[config.mk]
export PLATFORM = sky130hd
export DESIGN_NAME = vga_timing_output
export DESIGN_NICKNAME = d
export VERILOG_FILES = /design/src/rtl/vga_timing_output.sv
export SDC_FILE = /design/constraint.sdc
export NUM_CORES = 1
export LEC_CHECK = 0
export CAP_MARGIN = 25
export CORE_MARGIN = 4
export CORE_UTILIZATION = 49
export CTS_BUF_LIST = sky130_fd_sc_hd__clkbuf_2
export DETAILED_ROUTE_END_ITERATION = 12
export GPL_ROUTABILITY_DRIVEN = 0
export GPL_TIMING_DRIVEN = 0
export PLACE_DENSITY = 0.95
export SKIP_CTS_REPAIR_TIMING = 1
export SYNTH_ARGS = -nofsm -noshare
export SYNTH_HDL_FRONTEND = slang
export SYNTH_SLANG_ARGS = --single-unit
export TNS_END_PERCENT = 30
[constraint.sdc]
create_clock -name vga_clk -period 3.8 [get_ports vga_clk]
set_input_delay 0.57 -clock vga_clk [delete_from_list [all_inputs] [get_ports vga_clk]]
set_output_delay 0.57 -clock vga_clk [all_outputs]
set_load 0.005 [all_outputs]
[src/rtl/vga_timing_output.sv]
// ---------------------------------------------------------------------------
// vga_timing_output
//
// Purpose:
//    Generates 640x480@60 raster timing (x/y scan position) for the pixel
//    renderer and drives the VGA DAC. hsync/vsync/blank are delayed through
//    a PIPE_DELAY-deep shift register so they meet the renderer's registered
//    colour at the pins. A final output register captures sync, blank and
//    expanded colour together, giving PIPE_DELAY+1 cycles of latency from
//    x/y to the pins. frame_tick paces per-frame game-state updates.
//
// Optional feature:
//    VGA_TEST_PATTERN_EN - when defined, pixel_in is ignored and eight
//    vertical colour bars (H_ACTIVE/8 pixels wide) are generated internally
//    from x, delayed by PIPE_DELAY to stay aligned with sync.
//
// Ports:
//    vga_clk      in   1   pixel clock, rising edge
//    rst          in   1   synchronous active-high reset
//    pixel_in     in   8   RRRGGGBB, valid PIPE_DELAY cycles after its x/y
//    x, y         out  10  current raster position (registered counters)
//    active       out  1   x/y inside visible area (undelayed)
//    frame_tick   out  1   one-cycle pulse at (0, V_ACTIVE)
//    vga_hs       out  1   hsync, active low, pin aligned
//    vga_vs       out  1   vsync, active low, pin aligned
//    vga_blank_n  out  1   high during visible pixels, pin aligned
//    vga_r/g/b    out  8   colour to DAC, zero while blanked
// ---------------------------------------------------------------------------
module vga_timing_output #(
   parameter int H_ACTIVE   = 640,
   parameter int H_FP       = 16,
   parameter int H_SYNC     = 96,
   parameter int H_BP       = 48,
   parameter int V_ACTIVE   = 480,
   parameter int V_FP       = 10,
   parameter int V_SYNC     = 2,
   parameter int V_BP       = 33,
   parameter int PIPE_DELAY = 2
) (
   input  logic       vga_clk,
   input  logic       rst,
   input  logic [7:0] pixel_in,
   output logic [9:0] x,
   output logic [9:0] y,
   output logic       active,
   output logic       frame_tick,
   output logic       vga_hs,
   output logic       vga_vs,
   output logic       vga_blank_n,
   output logic [7:0] vga_r,
   output logic [7:0] vga_g,
   output logic [7:0] vga_b
);

   localparam int H_TOTAL = H_ACTIVE + H_FP + H_SYNC + H_BP;
   localparam int V_TOTAL = V_ACTIVE + V_FP + V_SYNC + V_BP;

   localparam logic [9:0] H_LAST     = 10'(H_TOTAL - 1);
   localparam logic [9:0] V_LAST     = 10'(V_TOTAL - 1);
   localparam logic [9:0] H_ACT_L    = 10'(H_ACTIVE);
   localparam logic [9:0] V_ACT_L    = 10'(V_ACTIVE);
   localparam logic [9:0] HS_FIRST   = 10'(H_ACTIVE + H_FP);
   localparam logic [9:0] HS_PAST    = 10'(H_ACTIVE + H_FP + H_SYNC);
   localparam logic [9:0] VS_FIRST   = 10'(V_ACTIVE + V_FP);
   localparam logic [9:0] VS_PAST    = 10'(V_ACTIVE + V_FP + V_SYNC);

   // ------------------------------------------------------------------
   // Raster counters
   // ------------------------------------------------------------------
   logic [9:0] h_cnt_q, h_cnt_d;
   logic [9:0] v_cnt_q, v_cnt_d;

   always_comb begin
      h_cnt_d = h_cnt_q + 10'd1;
      v_cnt_d = v_cnt_q;
      if (h_cnt_q == H_LAST) begin
         h_cnt_d = '0;
         // Vertical count only moves on a line wrap.
         if (v_cnt_q == V_LAST) begin
            v_cnt_d = '0;
         end else begin
            v_cnt_d = v_cnt_q + 10'd1;
         end
      end
   end

   always_ff @(posedge vga_clk) begin
      if (rst) begin
         h_cnt_q <= '0;
         v_cnt_q <= '0;
      end else begin
         h_cnt_q <= h_cnt_d;
         v_cnt_q <= v_cnt_d;
      end
   end

   assign x          = h_cnt_q;
   assign y          = v_cnt_q;
   assign active     = (h_cnt_q < H_ACT_L) && (v_cnt_q < V_ACT_L);
   assign frame_tick = (h_cnt_q == 10'd0) && (v_cnt_q == V_ACT_L);

   // Undelayed sync/blank, decoded straight from the counters.
   logic raw_hs, raw_vs, raw_de;
   assign raw_hs = !((h_cnt_q >= HS_FIRST) && (h_cnt_q < HS_PAST));
   assign raw_vs = !((v_cnt_q >= VS_FIRST) && (v_cnt_q < VS_PAST));
   assign raw_de = active;

   // ------------------------------------------------------------------
   // Alignment shift register: stage gi feeds from stage gi-1, stage 0
   // from the raw decode. Reset loads the inactive levels so no stale
   // sync pulse survives a mid-frame reset.
   // ------------------------------------------------------------------
   logic [PIPE_DELAY-1:0] hs_pipe_q, hs_pipe_d;
   logic [PIPE_DELAY-1:0] vs_pipe_q, vs_pipe_d;
   logic [PIPE_DELAY-1:0] de_pipe_q, de_pipe_d;

   genvar gi;
   generate
      for (gi = 0; gi < PIPE_DELAY; gi++) begin : g_stage
         if (gi == 0) begin : g_first
            assign hs_pipe_d[gi] = raw_hs;
            assign vs_pipe_d[gi] = raw_vs;
            assign de_pipe_d[gi] = raw_de;
         end else begin : g_rest
            assign hs_pipe_d[gi] = hs_pipe_q[gi-1];
            assign vs_pipe_d[gi] = vs_pipe_q[gi-1];
            assign de_pipe_d[gi] = de_pipe_q[gi-1];
         end
      end
   endgenerate

   always_ff @(posedge vga_clk) begin
      if (rst) begin
         hs_pipe_q <= '1;
         vs_pipe_q <= '1;
         de_pipe_q <= '0;
      end else begin
         hs_pipe_q <= hs_pipe_d;
         vs_pipe_q <= vs_pipe_d;
         de_pipe_q <= de_pipe_d;
      end
   end

   logic hs_dly, vs_dly, de_dly;
   assign hs_dly = hs_pipe_q[PIPE_DELAY-1];
   assign vs_dly = vs_pipe_q[PIPE_DELAY-1];
   assign de_dly = de_pipe_q[PIPE_DELAY-1];

   // ------------------------------------------------------------------
   // Colour source
   // ------------------------------------------------------------------
   logic [7:0] colour_src;

`ifdef VGA_TEST_PATTERN_EN
   localparam logic [9:0] BAR_W = 10'(H_ACTIVE / 8);

   logic [9:0] bar_idx;
   logic [7:0] bar_colour;
   logic [7:0] pat_pipe_q [PIPE_DELAY];
   logic [7:0] pat_pipe_d [PIPE_DELAY];

   assign bar_idx = h_cnt_q / BAR_W;

   always_comb begin
      bar_colour = 8'h00;
      case (bar_idx)
         10'd0:   bar_colour = 8'hFF;
         10'd1:   bar_colour = 8'hE0;
         10'd2:   bar_colour = 8'h1C;
         10'd3:   bar_colour = 8'h03;
         10'd4:   bar_colour = 8'hFC;
         10'd5:   bar_colour = 8'h1F;
         10'd6:   bar_colour = 8'hE3;
         default: bar_colour = 8'h00;
      endcase
   end

   // The pattern stands in for the renderer, so it gets the same latency.
   generate
      for (gi = 0; gi < PIPE_DELAY; gi++) begin : g_pat
         if (gi == 0) begin : g_first
            assign pat_pipe_d[gi] = bar_colour;
         end else begin : g_rest
            assign pat_pipe_d[gi] = pat_pipe_q[gi-1];
         end
      end
   endgenerate

   always_ff @(posedge vga_clk) begin
      if (rst) begin
         pat_pipe_q <= '{default: '0};
      end else begin
         pat_pipe_q <= pat_pipe_d;
      end
   end

   assign colour_src = pat_pipe_q[PIPE_DELAY-1];
`else
   assign colour_src = pixel_in;
`endif

   // ------------------------------------------------------------------
   // Output register: sync, blank and expanded colour leave together.
   // Expansion replicates the MSBs so full-scale codes reach 8'hFF.
   // ------------------------------------------------------------------
   logic [7:0] r_exp, g_exp, b_exp;
   assign r_exp = de_dly ? {colour_src[7:5], colour_src[7:5], colour_src[7:6]} : 8'h00;
   assign g_exp = de_dly ? {colour_src[4:2], colour_src[4:2], colour_src[4:3]} : 8'h00;
   assign b_exp = de_dly ? {4{colour_src[1:0]}} : 8'h00;

   logic       hs_out_q, vs_out_q, blank_n_out_q;
   logic [7:0] r_out_q, g_out_q, b_out_q;

   always_ff @(posedge vga_clk) begin
      if (rst) begin
         hs_out_q      <= 1'b1;
         vs_out_q      <= 1'b1;
         blank_n_out_q <= 1'b0;
         r_out_q       <= '0;
         g_out_q       <= '0;
         b_out_q       <= '0;
      end else begin
         hs_out_q      <= hs_dly;
         vs_out_q      <= vs_dly;
         blank_n_out_q <= de_dly;
         r_out_q       <= r_exp;
         g_out_q       <= g_exp;
         b_out_q       <= b_exp;
      end
   end

   assign vga_hs      = hs_out_q;
   assign vga_vs      = vs_out_q;
   assign vga_blank_n = blank_n_out_q;
   assign vga_r       = r_out_q;
   assign vga_g       = g_out_q;
   assign vga_b       = b_out_q;

endmodule
==> out/results.ini <==
[yosys]
async_reset_ff_share_pct = 0
ys_seq_area_share_pct = 45.6
synth_largest_area_cell = dfxtp_1
yosys_warnings = 0
syn_area_um2 = 1630
synth_xor_area_share_pct = 5.93
synthCells = 177
synthAdderAreaFrac_pct = 3.08
synth.avg_cell_area_um2 = 9.18
synth_enable_flop_cells = 0
synth_mux_area_share_pct = 0.616
synth_compound_area_share_pct = 5.31
netlist_top_cells_area = dfxtp_1 (46%), buf_4 (7.4%), xnor2_1 (5.4%), nor2_1 (3.9%), and2_1 (3.1%)
synth.ff_latch_count = 37
synth_ff_type = dfxtp_1
synth_cell_types = 37
synth_top_family_by_area = simple AND/OR/NAND/NOR gates
synth_top_area_share_pct = 45.6
yosys.area_share.simple_pct = 27.6
synth_fp_nets = 191

[hold_path]
hp-class = reg2reg
whs_endpoint = vga_hs
hold_depth = 1
hp-start = hs_pipe_q[1]

[clocking]
ctsHtreeMaxLevel = 2
clockBufferDepth = 2
cts_tree = built
clock-sinks = 37
clk_pin_slew_ns = 0.19
insertion_delay_ns = 0.39
numCtsBuffers = 5
cts-root-buf = clkbuf_2

[setup_path]
endpoint_kind = primary output
ff2ff_path_depth = 6
r2r-start = x[0]
start_kind = flip-flop
r2r_slack_ns = 1.49
r2r-end = y[5]
cp.arrival_ns = 2.26
cp.required_ns = 3.23
crit_path_max_fanout = 7
worst-setup-path-type = reg2out

[detailed_routing]
wire_per_inst_um = 12.8
route.detailed.drc = 0
drt_iter0_markers = 16
ant_nets = 0
via_per_inst = 4.98
drtPass1Iterations = 4
num_vias = 1430
wl_mm = 3.66

[die]
core_um2 = 3100
rows = 20
die_area_um2 = 4300
start_util_pct = 52.4
die_h_um = 65.6
fp.dieW_um = 65.6
io_pins = 59

[timing]
fin_skew_ns = 0.00820
setup_tns_ns = 0
min_period_over_period_pct = 74.5
layout_setup_ws_ns = 0.970
slew_violations = 0
rsz0062_at_grt = false
fin_crit_ns = 2.83
setup_viol = 0
worst_pin_slew_ns = 0.565
max_freq_ghz = 0.353
hold_violations = 0
slew_headroom_pct = 62.2

[final_layout]
diodes = 0
final_util_pct = 75.0
nets = 256
area_delta_synth_final_pct = 43.2
layout-drive-gt1-share_pct = 13.2
filler_cell_count = 246

[pwr]
clkPwrFrac_pct = 34.8
ir_drop_v = 0.000275
swShare_pct = 22.4
p_int_w = 0.000539
finalPower_w = 0.000695
p_sw_w = 0.000156
p_comb_share_pct = 7.4
p_seq_share_pct = 57.7
leakagePower_nw = 0.834
power_density_nw_per_um2 = 299

[global_routing]
track_usage_pct = 18.0
grt_pass1_wl_mm = 6.00
busiest_layer = met2
antenna_found_initial = 0
grt_pass1_vias = 1353
grt_start_max_net_pins = 13
overflow = 0
met3_usage_pct = 5.98
use_met2_pct = 28.8
globalRouteMet1Util_pct = 21.2

[placed_design]
place_hpwl_mm = 2.75
port_buffers = 58
dp_slack_ns = 1.47

[run]
cap_viol_max_count = 0

[run_status]
status = completed

[registers in the layout, summed over array words and instances, names as in the netlist]
register	flops
y	10
vga_hs	1
x	10
vga_vs	1
vga_g	3
vga_r	3
de_pipe_q	2
vga_b	2
vs_pipe_q	2
vga_blank_n	1
hs_pipe_q	2
[cells in the final DEF (no fill, tap or decap), types with 5 or more instances in the layout]
cell type / instances
nor2_1: 17
nor4_1: 6
buf_4: 16
a21oi_1: 6
inv_1: 9
clkdlybuf4s50_1: 58
xnor2_1: 10
and2_1: 8
nand3_1: 8
nand2_1: 8
clkbuf_2: 6
nor3_1: 7
or2_2: 5
dfxtp_1: 37
[through the flow]
stage	hold slack, ns	cells	area (µm²)
after floorplan	0.389	177	1630
after global placement	0.393	279	2260
after detailed placement	0.393	279	2260
after CTS	0.434	287	2330
after global routing	0.434	287	2330
final	0.426	287	2330
[synth_stat cells (all sizes together) (3+ instances only)]
cell and n:
a21oi 6, nand3 8, nor3 7, nor2b 3, inv 9, or2 6, nor4 6, nand2 8
nor2 17, ha 4, dfxtp 37, and2 8, nand4 4, clkbuf 4, xnor2 10, buf 18
[critical path: stages, from the launching register on]
cell,delay [ns]
dfxtp_1,0.48
and3_1,0.24
nand2_1,0.13
nor4_1,0.26
and4_1,0.26
clkdlybuf4s50_1,0.51
[cell families (layout without fill, tap and decap cells)]
group           Yosys count  count (layout)
simple gates             80              80
buf+inv                  31              97
mux                       1               1
compound gates           13              13
xor+xnor                 11              11
fa+ha+maj                 4               4
flops                    37              37
[layout make-up]
type | instances | area, µm² | share of cell area [%]
inverters | 9 | 33.8 | 1.45
clock buffers | 5 | 25.0 | 1.08
clock inverters | 3 | 41.3 | 1.77
flip-flops and latches | 37 | 741 | 31.8
multi-input cells | 109 | 692 | 29.7
well taps | 44 | 55.1 | 2.37
plain buffers | 22 | 159 | 6.83
repair buffers | 58 | 581 | 24.9
[power by group through the flow]
stage	Combinational [W]	Clock [W]	Sequential [W]
after CTS	0.0000524	0.000246	0.000401
final	0.0000516	0.000242	0.000401
after floorplan	0.0000192	0	0.000409
after detailed placement	0.0000521	0	0.000409
after global placement	0.0000509	0	0.000409
after global routing	0.0000562	0.000264	0.000403
[worst max-delay path by stage]
stage | endpoint | from | slack (ns) | depth (start not counted)
after global placement | frame_tick | y[5] | 1.44 | 5
final | frame_tick | y[5] | 0.97 | 5
after detailed placement | frame_tick | y[5] | 1.47 | 5
after floorplan | y[5] | x[0] | 1.76 | 6
after global routing | frame_tick | y[5] | 0.80 | 5
after CTS | frame_tick | y[5] | 0.97 | 5
[metal layers]
metal  routed length [µm]  share of wire [%]
met1                 1580                 43
met2                 1660                 45
met3                  326                8.9
met4                   88                2.4
met5                    0                  0
(Power assumes the default switching activity.)
